## src/rtl/core_pkg.sv

```systemverilog
// Shared execute-stage types for the iterative multiplier.
// State encoding and counter-width helper.
package core_pkg;

  typedef enum logic [1:0] {
    MUL_IDLE = 2'd0,
    MUL_RUN  = 2'd1,
    MUL_DONE = 2'd2
  } mul_state_t;

  // Bits needed to count from 0 up to n inclusive.
  function automatic int mul_count_w(input int n);
    return $clog2(n + 1);
  endfunction

  localparam int MUL_COUNT_W = mul_count_w(32);

endpackage

```

## src/rtl/adder.sv

```systemverilog
// Plain ripple/inferred adder reused by the multiplier accumulate path.
// Width wraps modulo 2^WIDTH.
module adder #(
  parameter int WIDTH = 64
) (
  input  logic [WIDTH-1:0] a_i,
  input  logic [WIDTH-1:0] b_i,
  output logic [WIDTH-1:0] sum_o
);

  assign sum_o = a_i + b_i;

endmodule

```

## src/rtl/shift_add_multiplier.sv

```systemverilog
// Radix-2 shift-add multiplier, signed/unsigned, valid/ready on both sides.
// Optional MUL_EARLY_EXIT_EN stops as soon as the remaining multiplier is zero.
module shift_add_multiplier
  import core_pkg::*;
#(
  parameter int num_bits = 32
) (
  input  logic                  clk,
  input  logic                  reset,
  input  logic                  in_valid,
  output logic                  in_ready,
  input  logic [num_bits-1:0]   a,
  input  logic [num_bits-1:0]   b,
  input  logic                  signed_mode,
  output logic                  out_valid,
  input  logic                  out_ready,
  output logic [2*num_bits-1:0] product
);

  localparam int PW = 2 * num_bits;
  localparam int CW = mul_count_w(num_bits);
  localparam logic [CW-1:0] LAST = CW'(num_bits);

  mul_state_t state_q, state_d;

  logic [PW-1:0]       mcand_q;
  logic [PW-1:0]       acc_q;
  logic [PW-1:0]       product_q;
  logic [num_bits-1:0] mplier_q;
  logic [CW-1:0]       count_q;
  logic                neg_q;

  logic                a_neg, b_neg;
  logic [num_bits-1:0] a_mag, b_mag;
  logic [PW-1:0]       sum_w, acc_next;
  logic [CW-1:0]       count_next;
  logic                exit_w;

  // Operand magnitudes; the most-negative value maps to 2^(n-1) unsigned.
  assign a_neg = signed_mode & a[num_bits-1];
  assign b_neg = signed_mode & b[num_bits-1];
  assign a_mag = a_neg ? (~a + 1'b1) : a;
  assign b_mag = b_neg ? (~b + 1'b1) : b;

  adder #(
    .WIDTH(PW)
  ) u_acc_add (
    .a_i   (acc_q),
    .b_i   (mcand_q),
    .sum_o (sum_w)
  );

  assign acc_next   = mplier_q[0] ? sum_w : acc_q;
  assign count_next = count_q + 1'b1;

`ifdef MUL_EARLY_EXIT_EN
  assign exit_w = (count_next == LAST) ||
                  (mplier_q[num_bits-1:1] == '0);
`else
  assign exit_w = (count_next == LAST);
`endif

  assign product = product_q;

  // Next state and handshake flags decoded from the current state.
  always_comb begin
    state_d   = state_q;
    in_ready  = 1'b0;
    out_valid = 1'b0;
    unique case (state_q)
      MUL_IDLE: begin
        in_ready = 1'b1;
        if (in_valid) state_d = MUL_RUN;
      end
      MUL_RUN: begin
        if (exit_w) state_d = MUL_DONE;
      end
      MUL_DONE: begin
        out_valid = 1'b1;
        if (out_ready) state_d = MUL_IDLE;
      end
      default: state_d = MUL_IDLE;
    endcase
  end

  // State register plus load / iterate / sign-fix datapath.
  always_ff @(posedge clk or posedge reset) begin
    if (reset) begin
      state_q   <= MUL_IDLE;
      mcand_q   <= '0;
      acc_q     <= '0;
      product_q <= '0;
      mplier_q  <= '0;
      count_q   <= '0;
      neg_q     <= 1'b0;
    end else begin
      state_q <= state_d;
      unique case (state_q)
        MUL_IDLE: begin
          if (in_valid) begin
            mcand_q  <= {{num_bits{1'b0}}, a_mag};
            mplier_q <= b_mag;
            neg_q    <= signed_mode &
                        (a[num_bits-1] ^ b[num_bits-1]);
            acc_q    <= '0;
            count_q  <= '0;
          end
        end
        MUL_RUN: begin
          acc_q    <= acc_next;
          mcand_q  <= mcand_q << 1;
          mplier_q <= mplier_q >> 1;
          count_q  <= count_next;
          if (exit_w) begin
            product_q <= neg_q ? (~acc_next + 1'b1) : acc_next;
          end
        end
        default: ;
      endcase
    end
  end

endmodule

```

## config.mk

```make
export PLATFORM = sky130hd
export DESIGN_NAME = shift_add_multiplier
export DESIGN_NICKNAME = d
export VERILOG_FILES = /design/src/rtl/core_pkg.sv /design/src/rtl/adder.sv /design/src/rtl/shift_add_multiplier.sv
export SDC_FILE = /design/constraint.sdc
export NUM_CORES = 1
export LEC_CHECK = 0
export BUFFER_PORTS_ARGS = -buffer_cell sky130_fd_sc_hd__buf_2
export CAP_MARGIN = 20
export CORE_MARGIN = 1.5
export CORE_UTILIZATION = 25
export DETAILED_ROUTE_END_ITERATION = 10
export GPL_TIMING_DRIVEN = 0
export HOLD_SLACK_MARGIN = 0.15
export PLACE_DENSITY = 0.38
export SETUP_SLACK_MARGIN = 0.02
export SLEW_MARGIN = 20
export SYNTH_ARGS = -nofsm -noshare
export SYNTH_HDL_FRONTEND = slang
export SYNTH_SLANG_ARGS = --single-unit
```

## constraint.sdc

```tcl
create_clock -name clk -period 16.45 [get_ports clk]
set_clock_uncertainty 0.15 [all_clocks]
set_input_delay 0.8225 -clock clk [delete_from_list [all_inputs] [get_ports clk]]
set_output_delay 0.8225 -clock clk [all_outputs]
set_load 0.1 [all_outputs]
```

# == Word level (Yosys, flattened, before mapping) ==
# Index checks and enable logic that the tools add are counted.
# op_classes
addsub,5
n_eq_ne,6
mux,18
bitwise,7
reduce_logical,6
# op_table
cell,n
two-way mux 64 bit,4
one-hot mux 64 bit (2 select lines),2
two-way mux 32 bit,3
"adder 32 x 1 -> 32 bit, second input constant",2
"adder 64 x 1 -> 64 bit, second input constant",1
adder 64 bit,1
NOT 32 bit,2
NOT 64 bit,1
one-hot mux 32 bit (2 select lines),1
one-hot mux 6 bit (2 select lines),1
"adder 6 x 1 -> 6 bit, second input constant",1
"== test 6 bit, second input constant",1
two-way mux 2 bit,3
two-way mux 6 bit,1
"inequality test 2 bit, second input constant",3
one-hot mux 2 bit (3 select lines),1
AND reduction 2 bit,3
bitwise AND 1 bit,3
AND reduction 3 bit,1
"== test 2 x 1 -> 1 bit, second input constant",1
"== test 2 bit, second input constant",1
logical NOT 2 bit,1
two-way mux 1 bit,2
nonzero test 2 bit,1
XOR 1 bit,1
# totals
ff_bits,233
input_bits,69
output_inout_bits,66
wordCells,49

# == Longest topological paths before layout ==
# logic_depth
word_depth,5
mapped_depth,16
ltp_nobuf,15

# == By module ==
# From an unflattened synthesis, not the netlist that was laid out.
# unflattened
cells_unflattened,2084
area_unflattened_um2,17599.4
# by_module_without_submodules
mod,instances,cells_each,area_per_inst_um2
shift_add_multiplier,1,1505,13696.9
adder,1,579,3902.5

# == Worst setup path after synthesis ==
# Ideal clock, no wire load.
# synth_timing
path_kind,register to register
from,register mcand_q[0]
to,"register product_q[57], in the netlist product[57]"
arrival_time_ns,4.155
t_required_ns,16.175
path_slack_ns,12.019
stages_incl_launch_ff,17
cell_sequence,dfrtp_1 ha_1 inv_1 fa_1 nand2b_1 a211oi_4 o2111ai_1 a21oi_2 o21ai_0 a31oi_1 or4b_4 nor3_4 nand3_2 buf_6 o41ai_2 xnor2_1 mux2_2
# synth_via
elab_chain_cells,5
# synth_rtl
element,line_no,rtl
start: declaration,shift_add_multiplier.sv:26,logic [PW-1:0] mcand_q;
start signal: assignment,shift_add_multiplier.sv:101,"mcand_q <= {{num_bits{1'b0}}, a_mag};"
start signal: assignment,shift_add_multiplier.sv:111,mcand_q <= mcand_q << 1;
adder 64 bit *,adder.sv:11,assign sum_o = a_i + b_i;
two-way mux 64 bit *,shift_add_multiplier.sv:53,assign acc_next = mplier_q[0] ? sum_w : acc_q;
NOT 64 bit,shift_add_multiplier.sv:115,product_q <= neg_q ? (~acc_next + 1'b1) : acc_next;
adder 64 x 1 -> 64 bit,shift_add_multiplier.sv:115,
two-way mux 64 bit *,shift_add_multiplier.sv:115,
end signal: assignment,shift_add_multiplier.sv:115,
end: declaration,shift_add_multiplier.sv:28,logic [PW-1:0] product_q;
# Every way passes the cells marked *; elsewhere a longest branch is shown, timed or not.
# A chain may end at the register's enable or synchronous reset.

# == Worst setup path after layout ==
# layout_timing
from,register mcand_q[0]
to,"register product_q[63], in the netlist product[63]"
# Same word-level chain as after synthesis.

==> impl_results.md <==
- #FFs+latches synth: 233
- Max H-tree Level: 1
- HPWL Detailed: 61,000 um
- CTS sink count: 233
- DR WL/cell: 24.0 um
- Internal power component: 2.17 mW
- First-pass GRT wire length: 114,000 um
- Worst-Skew Late Latency: 620 ps
- # DRC: 0
- Ys async rst share: 100%
- Syn-to-layout area delta: 16.8%
- Sw frac: 56.6%
- Via/cell ratio: 5.31
- Fin Setup TNS: 0 ps
- RSZ-0062 raised after global routing: no
- Final hold slack: 244 ps
- Hold path depth: 2
- Die H: 266 um
- Vias in the first global route: 16,800
- HP Start: out_ready
- Top cell type's share of synthesized area: 33.6%
- Cts repair resizes: 0
- Mapped cell area: 17,400 um2
- Status: finished clean
- Most frequent cells in the layout: o21ai_0, nand2_1, dfrtp_1
- Worst-path cell chain: ha_1 -> inv_1 -> fa_1 -> nand2b_1 -> a211oi_4 -> o2111ai_1 -> a21oi_2 -> o2111ai_1 -> a211oi_1 -> o21ai_0 -> a31oi_1 -> nand3_1 -> nor4_2 -> a31o_2 -> nand3_1
- Worst reg-to-reg setup slack: 10,350 ps
- Part of the cycle the worst path needs: 37.1%
- Gr usage total: 21.6%
- CP arrival: 6440 ps
- Crit path time final: 6100 ps
- Max_slew headroom: 22.3%
- Final Util: 29.5%
- Initial Util: 25.3%
- Routed Wire Length: 78,200 um
- Clock power frac: 13.4%
- Syn Inst Count: 2,137
- Sw power: 2.83 mW
- Sequential-to-total area share from yosys stat: 33.6%
- Fmax: 164 MHz
- Die ar.: 71,000 um2
- DR pass1 iterations: 7
- Synth top area cells: dfrtp_1, o21ai_0, nand2_1
- Worst slew pin tran: 1170 ps
- Via count: 17,300
- Worst Hold Class: in -> reg
- Clock-pin slew on the worst setup and hold paths: 60 ps
- YS warnings: 0
- Crit. End Element: register
- Post-Syn Area per Cell: 8.12 um2
- Core Region: 68,700 um2
- Clk Tree Root Cell: clkbuf_16
- Net Count, Synth: 2,275
- WP data required: 16,790 ps
- CTS buffer count: 31
- PortBufs: 134
- Commonest non-fill, non-tap cell in the layout: o21ai_0
- Hold endpoint: state_q[1]$_DFFE_PP0P_
- # setup viols final: 0
- Largest net degree at the start of global routing: 97
- Pwr dens: 246 nW/um2
- Leakage power: 8.26 nW
- Startpoint Class: register
- Ys flop type: dfrtp_1
- Fraction of layout cells with a size suffix above 1: 10.9%
- Yosys cell types: 95
- DRT iter0 DRCs: 1,186
- Slowest-stage cell, CP: a211oi_1
- R2R depth: 15
- Cell accounting for the most synthesized area: dfrtp_1
- Filler cells: 7,599
- CTS tree: done
- Routed Antenna Nets: 0
- Fin nets: 2,446
- I/O pin count: 135
- Total power draw: 4.99 mW
- Reg-to-Reg End: product[63]$_DFFE_PP0P_
- Final Hold Viols: 0
- Max cap viols: 0
- Die span in x: 266 um
- Slowest Stage Delay on Critical Path: 650 ps
- Routability-driven placement congestion ratio: 0.946
- Fin. max-slew vios: 0
- Initial antenna violation count: 2
- Max FO, Critical Path: 10
- Grt total ovfl: 0
- Placement row count: 96
- Logic pwr share: 65.7%
- Sequential cell fraction of total power: 20.9%
- Clock buffer depth: 3
- Kind of critical path: reg -> reg
- Worst vdd ir: 86.4 uV
- Post-synth EDFFs: 0
- Worst r2r src: mcand_q[0]$_DFFE_PP0P_
through the flow:
| step | setup slack [ps] | std cells | instance area [um2] |
|---|---|---|---|
| after detailed placement | 10370 | 3205 | 19300 |
| after CTS | 10400 | 3261 | 20300 |
| final | 10350 | 3264 | 20300 |
| after floorplan | 9090 | 2137 | 17400 |
| after global placement | 5620 | 3202 | 19200 |
| after global routing | 9910 | 3261 | 20300 |
registers in the layout, summed over array words and instances, names as in the netlist:
| signal | cells |
|---|---|
| mcand_q | 64 |
| neg_q | 1 |
| state_q | 2 |
| count_q | 6 |
| mplier_q | 32 |
| product | 64 |
| acc_q | 64 |
how the worst max path moves through the flow:
| stage | startpoint | end | slack, ps | cells past startpoint |
|---|---|---|---|---|
| CTS | mcand_q[0]$_DFFE_PP0P_ | product[62]$_DFFE_PP0P_ | 10400 | 15 |
| floorplan | reset | acc_q[0]$_DFFE_PP0P_ | 9090 | 1 |
| global route | mcand_q[0]$_DFFE_PP0P_ | product[62]$_DFFE_PP0P_ | 9910 | 15 |
| finish | mcand_q[0]$_DFFE_PP0P_ | product[63]$_DFFE_PP0P_ | 10350 | 15 |
| global placement | reset | mcand_q[57]$_DFFE_PP0P_ | 5620 | 2 |
| detailed placement | mcand_q[0]$_DFFE_PP0P_ | product[62]$_DFFE_PP0P_ | 10370 | 15 |
synthesized netlist by cell type (all sizes together) (5+ instances only):
cell	n
o21ai	326
o31a	6
or2	6
dfrtp	233
nand4	45
a211oi	13
mux2i	27
nor3b	6
inv	32
or4	9
nand2	293
nor4	14
a22oi	66
o31ai	33
nor2b	15
a2111oi	6
o2111ai	8
mux2	5
and2	20
o21bai	10
xor2	69
or3	21
and3	7
a21oi	136
buf	19
nand3	85
a221oi	10
clkbuf	110
o211ai	16
a22o	5
xnor2	74
a31oi	22
a21o	20
nand2b	24
o21a	14
and4	6
o41ai	17
ha	68
nor3	52
nor2	122
power groups by stage:
| stage | combinational (mW) | sequential [mW] | clock [mW] |
|---|---|---|---|
| after CTS | 3.28 | 1.04 | 0.692 |
| after floorplan | 1.96 | 1.31 | 0 |
| after detailed placement | 3.27 | 1.05 | 0 |
| after global routing | 3.57 | 1.07 | 0.710 |
| final | 3.28 | 1.04 | 0.670 |
| after global placement | 3.25 | 1.05 | 0 |
critical path: cells and delay by family, from the launching register on:
family                   cells  cell delay (ps)
AO/OA/AOI/OAI                8             3490
AND/OR/NAND/NOR              4             1260
adder cells (fa/ha/maj)      2              590
flip-flops                   1              390
buffers and inverters        1               60
repair_timing:
| item | 4_1_cts | 5_1_grt |
|---|---|---|
| endpoints found under the hold margin | 44 | 0 |
| buffers inserted | 0 | 0 |
| hold buffers | 1 | 0 |
logic make-up (layout without fill, tap and decap cells):
logic type	count (synthesis)	in the layout	synth area share [%]
AO/OA/AOI/OAI	760	760	27.4
AND/OR/NAND/NOR	739	739	20.5
flip-flops	233	233	33.6
buffers and inverters	161	354	4.35
XOR/XNOR	143	143	7.22
adder cells (fa/ha/maj)	69	69	5.02
multiplexers	32	32	1.88
other	0	3	0
per-layer routing:
| metal | global-route usage, % | wire length (um) |
|---|---|---|
| met5 | 0 | 0 |
| met4 | 5.62 | 2150 |
| met3 | 2.28 | 3490 |
| met2 | 35.6 | 36100 |
| met1 | 29.9 | 36500 |
area by class of cell:
class	instances	area, um2	area share, %
multi-input cells	1743	10800	53.2
flip-flops and latches	233	5830	28.8
well taps	931	1160	5.75
clock buffers	47	896	4.42
repair buffers	138	741	3.65
plain buffers	129	643	3.17
inverters	32	128	0.630
clock inverters	8	83.8	0.414
diodes	3	7.51	0.0370
Power figures use the tool's default switching activity.
